`src/rtl/keep_popcount.sv`:
```
// Combinational population count of an AXIS keep vector.
module keep_popcount #(
    parameter int WIDTH = 64,
    parameter int CW    = $clog2(WIDTH + 1)
) (
    input  logic [WIDTH-1:0] keep,
    output logic [CW-1:0]    count
);

    always_comb begin
        count = '0;
        for (int i = 0; i < WIDTH; i++) begin
            count = count + CW'(keep[i]);
        end
    end

endmodule

```
`config.mk`:
```
export PLATFORM = sky130hd
export DESIGN_NAME = keep_popcount
export DESIGN_NICKNAME = d
export VERILOG_FILES = /design/src/rtl/keep_popcount.sv
export SDC_FILE = /design/constraint.sdc
export NUM_CORES = 1
export LEC_CHECK = 0
export CORE_MARGIN = 4
export CORE_UTILIZATION = 45
export DETAILED_ROUTE_END_ITERATION = 10
export PLACE_DENSITY = 0.83
export SLEW_MARGIN = 20
export SYNTH_ARGS = -nofsm -noshare
export SYNTH_HDL_FRONTEND = slang
export SYNTH_SLANG_ARGS = --single-unit
```
`constraint.sdc`:
```
create_clock -name vclk -period 31.9
set_clock_uncertainty 0.2 [all_clocks]
set_input_delay 9.57 -clock vclk [all_inputs]
set_output_delay 9.57 -clock vclk [all_outputs]
set_load 0.02 [all_outputs]
```
* After elaboration in Yosys (flattened, before gate mapping) *
Cells that the tools add are included.

storage, ports and cells
  bits in registers = 0
  latch bits = 0
  bits in writable memories = 0
  memory bits (read-only) = 0
  input port bits = 64
  output and inout bits = 7
  word-level logic and storage cells = 63
  memories = 0

cells by class
  add/sub/neg operators = 63
  $mul = 0
  divide/modulo/power cells = 0
  $lt $le $gt $ge = 0
  eq/ne operators = 0
  shift operators = 0
  multiplexer cells = 0
  bitwise operators = 0
  reduce and logical (&&, ||, !) cells = 0

operators by type and width
  operator       count
  $add A7 B1 Y7  57
  $add A6 B1 Y7  1
  $add A5 B1 Y6  1
  $add A4 B1 Y5  1
  $add A3 B1 Y4  1
  $add A2 B1 Y3  1
  $add A1 B1 Y2  1

* Longest topological paths before layout *
  depth after elaboration = 63
  mapped depth = 20
  gate-level depth less buffers = 20

* Worst setup path before layout *
No wires, ideal clock.

  path kind = in2out
  start = input keep[17]
  end = output count[5]
  arrival = 15.191 ns
  data required time = 22.130 ns
  setup slack = 6.939 ns
  cell stages on the path = 16
  path buffers = 0
  path through = fa_1 -> inv_1 -> fa_1 -> inv_1 -> fa_1 -> fa_1 -> inv_1 -> fa_1 -> fa_1 -> fa_1 -> fa_1 -> inv_1 -> ha_1 -> a211oi_1 -> nor4b_1 -> a2111oi_1

on the way
  cells in the longest elaborated chain, start to end = 47

ends and longest elaborated chain
  what                          line  RTL
  start: declaration            6     input logic [WIDTH-1:0] keep,
  $add A7 B1 Y7 (47 in series)  13    count = count + CW'(keep[i]);
  end: declaration              7     output logic [CW-1:0] count

No other way between the ends.

* Worst setup path after layout *
Ends and elaborated chain as after synthesis.

==> flow_metrics.tcl <==
set metrics [dict create \
    ioPinCount 71 \
    syn-instance-count 172 \
    seq_cell_count 0 \
    multiInputGateArea_um2 1410 \
    rows 22 \
    drtPass1Iterations 4 \
    final_max_slew_viol_count 0 \
    maxCapViolCount 0 \
    synth-compound-area-share 0.0622 \
    gr-usage-met3 0.0345 \
    synth_adder_area_share 0.734 \
    n_fill_cell 309 \
    die-area_um2 4900 \
    vias 1268 \
    yosysTopAreaCell "fa_1" \
    syn_avg_cell_area_um2 10.1 \
    yosysSeqAreaShare 0 \
    drt-initial-drc-count 15 \
    hp-class "input port to output pin" \
    grt_pass1_vias 1439 \
    grtUsageTotal 0.133 \
    worstSetupStartpointType "input port" \
    grt_pass1_wl_um 5570 \
    status "finished, final reports clean" \
    synth_top_cell_area_share 0.625 \
    synth_top_family_by_area "adder cells" \
    final-seq-area_um2 0 \
    drive_gt1_frac 0.0123 \
    grt-ovfl-total 0 \
    max_slew.worst_pin.slew_ns 0.355 \
    yosys.area_share.simple 0.0116 \
    vias_per_cell 4.36 \
    cp.required_ns 22.13 \
    synth_area_um2 1730 \
    max_freq_mhz 38.8 \
    final.period_utilization 0.807 \
    syn_nets 305 \
    slew_headroom 0.762 \
    grt_setup_unrepaired "false" \
    grt_use_met2 0.253 \
    endpoint_kind "output pin" \
    hpwl_um 3050 \
    initial_core_util 0.469 \
    setup_violations 0 \
    met1_usage 0.160 \
    final.setup.tns_ns 0 \
    fin_hold_ws_ns 20.12 \
    hold_viol 0 \
    path_max_fanout 2 \
    dieWidth_um 70.0 \
    drt_wl_total_um 3010 \
    wl_per_cell_um 10.3 \
    clock_buffers 0 \
    cts_hold_buf 0 \
    yosys_warnings 0 \
    die_height_um 70.0 \
    hold_depth 3 \
    synthMuxAreaShare 0 \
    port_buffers 71 \
    antenna_found_initial 0 \
    top_usage_layer "met2" \
    cts_resized 0 \
    gp_congestion 0.778 \
    synthTopCellsByArea "fa_1 (63%), inv_1 (18%), ha_1 (11%)" \
    layout_commonest_cell "inv_1" \
    post_cts_buffers 0 \
    ant_nets 0 \
    areaGrowthSynthToFinish_pct 44.6 \
    arrival_ns 15.99 \
    final_cell_mix "inv_1 (84), clkdlybuf4s50_1 (71), fa_1 (54)" \
    grt_max_degree 6 \
    core_um2 3690 \
    path_class "input port to output pin" \
    antennaDiodeCount 0 \
    fin_nets 378 \
    synth_cell_type_count 19 \
    min_period_ns 25.76 \
    drc_errors 0 \
    synth_xor_area_frac 0.0101 \
]
worst max-delay path, cell delays in order:
cell	delay [ns]
clkdlybuf4s50_1	0.44
fa_1	0.55
inv_1	0.05
fa_1	0.50
inv_1	0.05
fa_1	0.39
fa_1	0.55
inv_1	0.05
fa_1	0.46
fa_1	0.52
fa_1	0.51
fa_1	0.54
inv_1	0.06
ha_1	0.31
a211oi_1	0.34
nor4b_1	0.10
a2111oi_1	0.33
clkdlybuf4s50_1	0.67
logic make-up (layout without fill, tap and decap cells):
| kind of cell | after synthesis | after routing |
|---|---|---|
| compound gates | 14 | 14 |
| xor+xnor | 2 | 2 |
| fa+ha+maj | 69 | 69 |
| buf+inv | 84 | 155 |
| simple gates | 3 | 3 |
stage by stage:
| step | area, µm² | worst slack (ns) | util | cells |
|---|---|---|---|---|
| 2_1_floorplan | 1730 | 6.94 | - | 172 |
| 3_3_place_gp | 2500 | 6.15 | 0.678 | 291 |
| 3_5_place_dp | 2500 | 6.11 | 0.678 | 291 |
| 4_1_cts | 2500 | 6.09 | 0.678 | 291 |
| 5_1_grt | 2500 | 5.84 | 0.678 | 291 |
| 6_report | 2500 | 6.14 | 0.678 | 291 |
area by class of cell:
| type | instances | share of cell area |
|---|---|---|
| multi-input combinational | 88 | 0.566 |
| tap | 48 | 0.0240 |
| timing repair buffer | 71 | 0.284 |
| inverter | 84 | 0.126 |
path summary, 6_finish.rpt:
check	startpoint	end
min	keep[2]	count[0]
max	keep[17]	count[5]
layer usage:
| metal | routed length [µm] | vias to the layer above |
|---|---|---|
| li1 | - | 612 |
| met5 | 0 | - |
| met4 | 0 | 0 |
| met2 | 1610 | 50 |
| met3 | 330 | 0 |
| met1 | 1070 | 606 |
synthesized netlist by cell type:
library cell and n:
o31ai_1 1, o21ai_2 1, inv_1 84, o21bai_1 1, a211oi_1 2, xor2_1 1
a2111oi_1 1, a211o_2 1, fa_1 54, ha_1 15, a21o_2 1, o211a_1 1
o21a_1 1, nor2_1 1, xnor2_1 1, nand3b_1 1, a21oi_1 3, nor4b_1 1
a21o_1 1
Power is left out: the tool's default activity adds up to more than one toggle a clock period on the data nets, which glitch-free logic cannot reach.
